### src/rtl/aud_core_pkg.sv
// Shared audio-core constants: default FIFO word width and pointer width.
// No logic, no latency.
// No flow control; consumers size their storage from these values.
package aud_core_pkg;

  // Default FIFO geometry: 32-bit words, 16 entries.
  localparam int AUD_FIFO_DW = 32;
  localparam int AUD_FIFO_AW = 4;

endpackage : aud_core_pkg

### src/rtl/sfifo_mem.sv
// Simple dual-port storage array for sfifo: one write port, one read port.
// Write lands on the rising clock edge; read data is combinational from raddr_i.
// No flow control; the caller gates we_i. Contents are never reset.
module sfifo_mem
  import aud_core_pkg::*;
#(
  parameter int DATA_WIDTH    = AUD_FIFO_DW,
  parameter int ADDRESS_WIDTH = AUD_FIFO_AW
) (
  input  logic                     clk,
  input  logic                     we_i,
  input  logic [ADDRESS_WIDTH-1:0] waddr_i,
  input  logic [DATA_WIDTH-1:0]    wdat_i,
  input  logic [ADDRESS_WIDTH-1:0] raddr_i,
  output logic [DATA_WIDTH-1:0]    rdat_o
);

  logic [DATA_WIDTH-1:0] mem_q [2**ADDRESS_WIDTH];

  // Store the write word; no reset so the array maps onto plain RAM/flops.
  always_ff @(posedge clk) begin
    if (we_i) begin
      mem_q[waddr_i] <= wdat_i;
    end
  end

  assign rdat_o = mem_q[raddr_i];

endmodule : sfifo_mem

### src/rtl/sfifo.sv
// Synchronous first-word-fall-through FIFO with occupancy count and level/error flags.
// Written word visible on dat_o one cycle after the write edge; no same-cycle bypass.
// Writes into a full FIFO are refused unless a read is accepted in the same cycle.
module sfifo
  import aud_core_pkg::*;
#(
  parameter int DATA_WIDTH    = AUD_FIFO_DW,
  parameter int ADDRESS_WIDTH = AUD_FIFO_AW,
  parameter int AFULL_LVL     = (2**ADDRESS_WIDTH) - 2,
  parameter int AEMPTY_LVL    = 2
) (
  input  logic                     clk,
  input  logic                     rst,
  input  logic                     clr_i,
  input  logic [DATA_WIDTH-1:0]    dat_i,
  input  logic                     we_i,
  input  logic                     re_i,
  output logic [DATA_WIDTH-1:0]    dat_o,
  output logic [ADDRESS_WIDTH:0]   count_o,
  output logic                     full_o,
  output logic                     empty_o,
  output logic                     afull_o,
  output logic                     aempty_o,
  output logic                     ovf_o,
  output logic                     udf_o
);

  localparam int CW = ADDRESS_WIDTH + 1;
  localparam logic [CW-1:0] DEPTH_C  = CW'(2**ADDRESS_WIDTH);
  localparam logic [CW-1:0] AFULL_C  = CW'(AFULL_LVL);
  localparam logic [CW-1:0] AEMPTY_C = CW'(AEMPTY_LVL);

  logic [ADDRESS_WIDTH-1:0] wptr_q, wptr_d;
  logic [ADDRESS_WIDTH-1:0] rptr_q, rptr_d;
  logic [CW-1:0]            count_q, count_d;
  logic                     ovf_q, ovf_d;
  logic                     udf_q, udf_d;
  logic                     rd_ok, wr_ok, mem_we;

  // A read frees a slot this cycle, so a full FIFO can still take a write alongside it.
  assign rd_ok  = re_i && !empty_o;
  assign wr_ok  = we_i && (!full_o || rd_ok);
  // Flush and reset drop the write so memory only changes on a committed push.
  assign mem_we = wr_ok && !clr_i && !rst;

  sfifo_mem #(
    .DATA_WIDTH    (DATA_WIDTH),
    .ADDRESS_WIDTH (ADDRESS_WIDTH)
  ) u_mem (
    .clk     (clk),
    .we_i    (mem_we),
    .waddr_i (wptr_q),
    .wdat_i  (dat_i),
    .raddr_i (rptr_q),
    .rdat_o  (dat_o)
  );

  // Next-state for pointers, occupancy and sticky errors; flush wins over traffic.
  always_comb begin
    wptr_d  = wptr_q;
    rptr_d  = rptr_q;
    count_d = count_q;
    ovf_d   = ovf_q | (we_i && !wr_ok);
    udf_d   = udf_q | (re_i && !rd_ok);
    if (wr_ok) begin
      wptr_d = wptr_q + ADDRESS_WIDTH'(1);
    end
    if (rd_ok) begin
      rptr_d = rptr_q + ADDRESS_WIDTH'(1);
    end
    if (wr_ok && !rd_ok) begin
      count_d = count_q + CW'(1);
    end else if (rd_ok && !wr_ok) begin
      count_d = count_q - CW'(1);
    end
    if (clr_i) begin
      wptr_d  = '0;
      rptr_d  = '0;
      count_d = '0;
      ovf_d   = 1'b0;
      udf_d   = 1'b0;
    end
  end

  // Control state register with synchronous reset.
  always_ff @(posedge clk) begin
    if (rst) begin
      wptr_q  <= '0;
      rptr_q  <= '0;
      count_q <= '0;
      ovf_q   <= 1'b0;
      udf_q   <= 1'b0;
    end else begin
      wptr_q  <= wptr_d;
      rptr_q  <= rptr_d;
      count_q <= count_d;
      ovf_q   <= ovf_d;
      udf_q   <= udf_d;
    end
  end

  // Level flags decode straight from the registered count, so they track count_o exactly.
  assign count_o  = count_q;
  assign full_o   = (count_q == DEPTH_C);
  assign empty_o  = (count_q == '0);
  assign afull_o  = (count_q >= AFULL_C);
  assign aempty_o = (count_q <= AEMPTY_C);
  assign ovf_o    = ovf_q;
  assign udf_o    = udf_q;

endmodule : sfifo

### config.mk
export PLATFORM = sky130hd
export DESIGN_NAME = sfifo
export DESIGN_NICKNAME = d
export VERILOG_FILES = /design/src/rtl/aud_core_pkg.sv /design/src/rtl/sfifo_mem.sv /design/src/rtl/sfifo.sv
export SDC_FILE = /design/constraint.sdc
export NUM_CORES = 1
export LEC_CHECK = 0
export ABC_AREA = 1
export CORE_ASPECT_RATIO = 0.75
export CORE_MARGIN = 5
export CORE_UTILIZATION = 40
export DETAILED_ROUTE_END_ITERATION = 10
export PLACE_DENSITY = 0.58
export SYNTH_ARGS = -nofsm -noshare
export SYNTH_HDL_FRONTEND = slang
export SYNTH_SLANG_ARGS = --single-unit
### constraint.sdc
create_clock -name clk -period 6.3 [get_ports clk]
set_input_delay 0.945 -clock clk [delete_from_list [all_inputs] [get_ports clk]]
set_output_delay 0.945 -clock clk [all_outputs]
set_load 0.01 [all_outputs]
### After elaboration in Yosys (flattened, before gate mapping)

Memories as Yosys holds them, arrays and structs flattened. A register that Yosys moved wholly into a read port is not among the register bits.
Index checks and enable logic that the tools add are counted.

| cells by class | value |
|---|---|
| reduce and logical (&&, ||, !) cells | 18 |
| magnitude comparators | 2 |
| eq/ne operators | 1 |
| bitwise logic cells | 2 |
| muxes and demuxes | 6 |
| add/sub/neg operators | 4 |

Operators by type and width:

| kind | number |
|---|---|
| 5-bit 2-to-1 mux | 2 |
| 4-bit by 1-bit adder with 4-bit output, second input constant | 2 |
| 1-bit logical AND | 8 |
| 4-bit 2-to-1 mux | 2 |
| 1-bit zero test | 6 |
| 5-bit by 1-bit adder with 5-bit output, second input constant | 1 |
| 5-bit equality test, second input constant | 1 |
| 5-bit by 4-bit greater-or-equal comparator with 1-bit output, second input constant | 1 |
| 5-bit by 2-bit <= comparator with 1-bit output, second input constant | 1 |
| 5-bit zero test | 1 |
| 5-bit by 1-bit subtractor with 5-bit output, second input constant | 1 |
| 1-bit 2-to-1 mux | 2 |
| 1-bit OR | 2 |
| 2-bit nonzero test | 1 |
| 2-bit OR reduction | 1 |
| 1-bit logical OR | 1 |

| storage, ports and cells | value |
|---|---|
| bits in writable memories | 512 |
| bits in registers | 15 |
| input bits | 37 |
| output and inout bits | 43 |
| word-level logic and storage cells | 39 |
| memories kept | 1 |

Memories:

| memory | words | bits a word | read ports | clocked after memory_dff | write ports | line | source |
|---|---|---|---|---|---|---|---|
| u_mem.mem_q | 16 | 32 | 1 | 1 | 1 | sfifo_mem.sv:18 | `logic [DATA_WIDTH-1:0] mem_q [2**ADDRESS_WIDTH];` |

### Depth between registers and ports, before layout

| logic depth | value |
|---|---|
| depth after elaboration | 9 |
| depth in mapped cells | 14 |
| gate-level depth less buffers | 14 |

### By module

A second synthesis with hierarchy kept.

| unflattened totals | value |
|---|---|
| cell total of the unflattened synthesis | 2209 |
| area, all modules | 22974.5 um^2 |

By module, submodules not included:

| module | cells an instance | times used | seq. area each (um^2) | area an instance (um^2) |
|---|---|---|---|---|
| sfifo_mem | 2088 | 1 | 15374.7 | 22089.9 |
| sfifo | 121 | 1 | 300.3 | 884.6 |

### Least setup slack after synthesis

Ideal clock, no wire load.

| timing path | value |
|---|---|
| kind | input port to flip-flop |
| start | in clr_i |
| end | mem u_mem.mem_q[0][0] (netlist bit), enable pin |
| stages | 5 |
| data arrival time | 2.908 ns |
| required time | 5.879 ns |
| library setup time | 0.421 ns |
| setup slack | 2.971 ns |
| path buffers | 0 |
| path through | nor2_1 inv_1 nor2_1 nand2_1 nor2_1 |

| on the way | value |
|---|---|
| longest elaborated chain between the ends | 5 |

Ends and longest elaborated chain:

| item | line | source |
|---|---|---|
| start: declaration | sfifo.sv:14 | `input logic clr_i,` |
| 1-bit zero test | sfifo.sv:44 | `assign mem_we = wr_ok && !clr_i && !rst;` |
| 1-bit logical AND (2 in series) | sfifo.sv:44 |  |
| 1-bit 2-to-1 mux | sfifo_mem.sv:22 | `if (we_i) begin` |
| 1-bit 2-to-1 mux (implied by the code) | sfifo_mem.sv:23 | `mem_q[waddr_i] <= wdat_i;` |
| end: declaration | sfifo_mem.sv:18 |  |

Every way passes these cells.

==> metrics.csv <==
stage;metric;value;unit
final_layout;Area Growth Syn to Fin;14.59;%
yosys;register area share after synthesis;0.7229;
final_layout;NumNets Final;2029;
yosys;synthesized net count;1975;
global_route;met1 Use GR;0.2745;
sta;final hold vios;0;
floorplan;Core Area;54160;um2
setup_path;Critical Path Fanout Max;129;
placement;post-place setup slack;2149;ps
placement;Final HPWL DP;29560;um
setup_path;Crit. End Element;output port;
sta;TNS Setup;0;ps
yosys;#FFs+latches synth;531;
floorplan;DIE AREA;59300;um2
pwr;Static Leak;9.173;nW
global_route;initial antenna violation count;0;
clocking;CTS tree;done;
sta;setup violators final;0;
sta;Final Cycle Share;0.6790;
yosys;Yosys top cell area share;0.7055;
detailed_routing;DRT iter0 DRCs;1329;
detailed_routing;vias;13940;
floorplan;Initial Util;0.4024;
outcome;status;completed;
final_layout;ANT cells;0;
placement;RePlAce Congestion;0.7647;
placement;DP Area;23380;um2
final_layout;final core area utilization;0.4611;
yosys;dominant cell type by area after synthesis;edfxtp_1;
yosys;number of synthesized flops with an enable pin;512;
floorplan;Die Span Y;212.1;um
sta;worst-margin pin slew;1166;ps
yosys;count leader, synth;nand2_1;
yosys;Synth Area in Compound Gates;0.03818;
global_route;met3 Resource Use GR;0.02942;
clocking;Skew-Pair Late Insertion Delay;570;ps
detailed_routing;Post-route DRC;0;
yosys;Commonest cells post-synth;nand2_1, edfxtp_1, nand3_1;
clocking;clk buf depth;3;
yosys;Mean Syn Cell Area;11.30;um2
global_route;Total GRT Usage;0.1849;
yosys;Post-Synth Adder-Cell Area;0.006086;
yosys;Netlist cell types;23;
clocking;clock sinks;531;
sta;clk_skew;14.90;ps
pwr;P per Cell Area;302.9;nW/um2
yosys;xor/xnor share of the synthesized area;0.002009;
clocking;cts repair resizes;0;
yosys;yosys warns;0;
sta;relative slew slack;0.2206;
detailed_routing;Routed WL;55510;um
global_route;largest net degree at the start of global routing;142;
floorplan;IO Pins;80;
placement;buffers added on ports;79;
clocking;clock slew at reported path FFs;60;ps
sta;fmax;233.8;MHz
yosys;main combinational cell family by area after synthesis;simple AND/OR/NAND/NOR gates;
detailed_routing;Final ANT Viol Nets;0;
yosys;Async SR Flop Fraction;0;
sta;Final Max Slew Viols;0;
sta;RSZ-0062 raised after global routing;no;
setup_path;Reg2Reg Setup Slack;3190;ps
setup_path;critical path data required time;5350;ps
global_route;routing usage on met2;0.2933;
global_route;vias in the first global route;13800;
yosys;top_reg_cell synth;edfxtp_1;
clocking;Root Driver;clkbuf_16;
global_route;global route total overflow;0;
global_route;first-pass GRT wire length;84630;um
floorplan;# rows;74;
final_layout;share of cells above drive strength 1;0.05704;
setup_path;CP Class;register to output port;
detailed_routing;DR vias/cell;5.090;
floorplan;Chip Width;279.5;um
clocking;CTS Hold Bufs;0;
final_layout;Non-Filler Cell Area, Final;24970;um2
sta;clock period minus worst slack;4278;ps
yosys;post-synthesis mux area share;0;
setup_path;critical path arrival;3330;ps
yosys;gate count after technology mapping;1928;
setup_path;CP startpoint kind;register;
yosys;Synth Area in Simple Gates;0.1865;
global_route;busiest grt layer;met2;
final_layout;Filler Cell Count;4903;
yosys;Post-Synthesis Cell Area;21790;um2
yosys;main area contributors after synthesis;edfxtp_1, nand2_1, nand3_1;
run;max_cap viols;0;
clocking;H-tree depth;2;
clocking;TritonCTS buffer count;51;
sta;min setup slack post-route;2022;ps
min_path;worst min path class;register to register;
pwr;Peak VDD IR;0.2063;mV
detailed_routing;Routed WL per cell;20.27;um
clocking;post-CTS setup buffers;0;
detailed_routing;DR pass1 iterations;5;
-- worst max-delay path: stages (launching register included) --
cell and delay [ps]:
dfxtp_2 340, inv_6 730, buf_4 480, nor2_1 140, o21ai_0 90, nand3_1 90
nand3_1 100, nand2_1 150, clkdlybuf4s50_1 530
-- layer usage --
metal  share of wire  up-vias
met5               0        -
met4           0.016        0
met3           0.060       68
met1            0.47     6814
met2            0.46      381
li1                -     6674
-- through the flow --
| step | std cells | power (mW) | hold slack [ps] |
|---|---|---|---|
| global placement | 2651 | 4.663 | 478.3 |
| finish | 2738 | 7.564 | 485.7 |
| floorplan | 1928 | 4.378 | 471.9 |
| CTS | 2738 | 7.638 | 498.9 |
| global route | 2738 | 7.863 | 535.0 |
| detailed placement | 2651 | 4.668 | 484.2 |
-- state kept, by name, summed over array words and instances, names as in the netlist, named ones only --
name / count
ovf_o: 1
udf_o: 1
u_mem.mem_q: 512
wptr_q: 4
rptr_q: 4
count_o: 5
-- area by class of cell --
type	count	area, um2	area share
multi-input combinational	1161	5194	0.2080
timing repair buffer	107	1026	0.04108
inverter	130	498.0	0.01994
clock buffer	68	1383	0.05536
tap	722	903.4	0.03617
clock inverter	19	207.7	0.008317
sequential	531	15760	0.6312
-- layout by cell type (no fill, tap or decap), drive strengths merged --
cell           instances
a21oi                 11
xnor2                  1
clkinv                14
or2                    1
dfxtp                 19
clkdlybuf4s50         79
nand3                234
nand4                  2
nand3b                 1
o21ai                 88
fa                     1
inv                  130
xor2                   4
o211ai                44
nor2                 203
ha                     9
a31oi                  1
buf                   28
bufinv                 5
edfxtp               512
clkbuf                68
nand2                561
-- final timing paths --
path / to / cells after the start / startpoint
setup / recovery: dat_o[11] / 8 / register
hold reg to reg: udf_o$_SDFF_PP0_ / 2 / udf_o$_SDFF_PP0_
hold / removal: udf_o$_SDFF_PP0_ / 2 / udf_o$_SDFF_PP0_
setup reg to reg: u_mem.mem_q[9][1]$_DFFE_PP_ / 7 / count_o[1]$_SDFFE_PP0P_
-- kinds of logic after synthesis --
kind of cell	Yosys count
AND/OR/NAND/NOR	1002
flip-flops	531
buffers and inverters	236
adder cells (fa/ha/maj)	10
AO/OA/AOI/OAI	144
XOR/XNOR	5
-- power by group --
group	total [mW]	switching (mW)	internal [mW]	leakage [nW]
clock network	2.98	1.25	1.73	0.773
logic	0.681	0.441	0.240	3.64
registers	3.91	0.0177	3.89	4.76
Power figures use the tool's default switching activity.
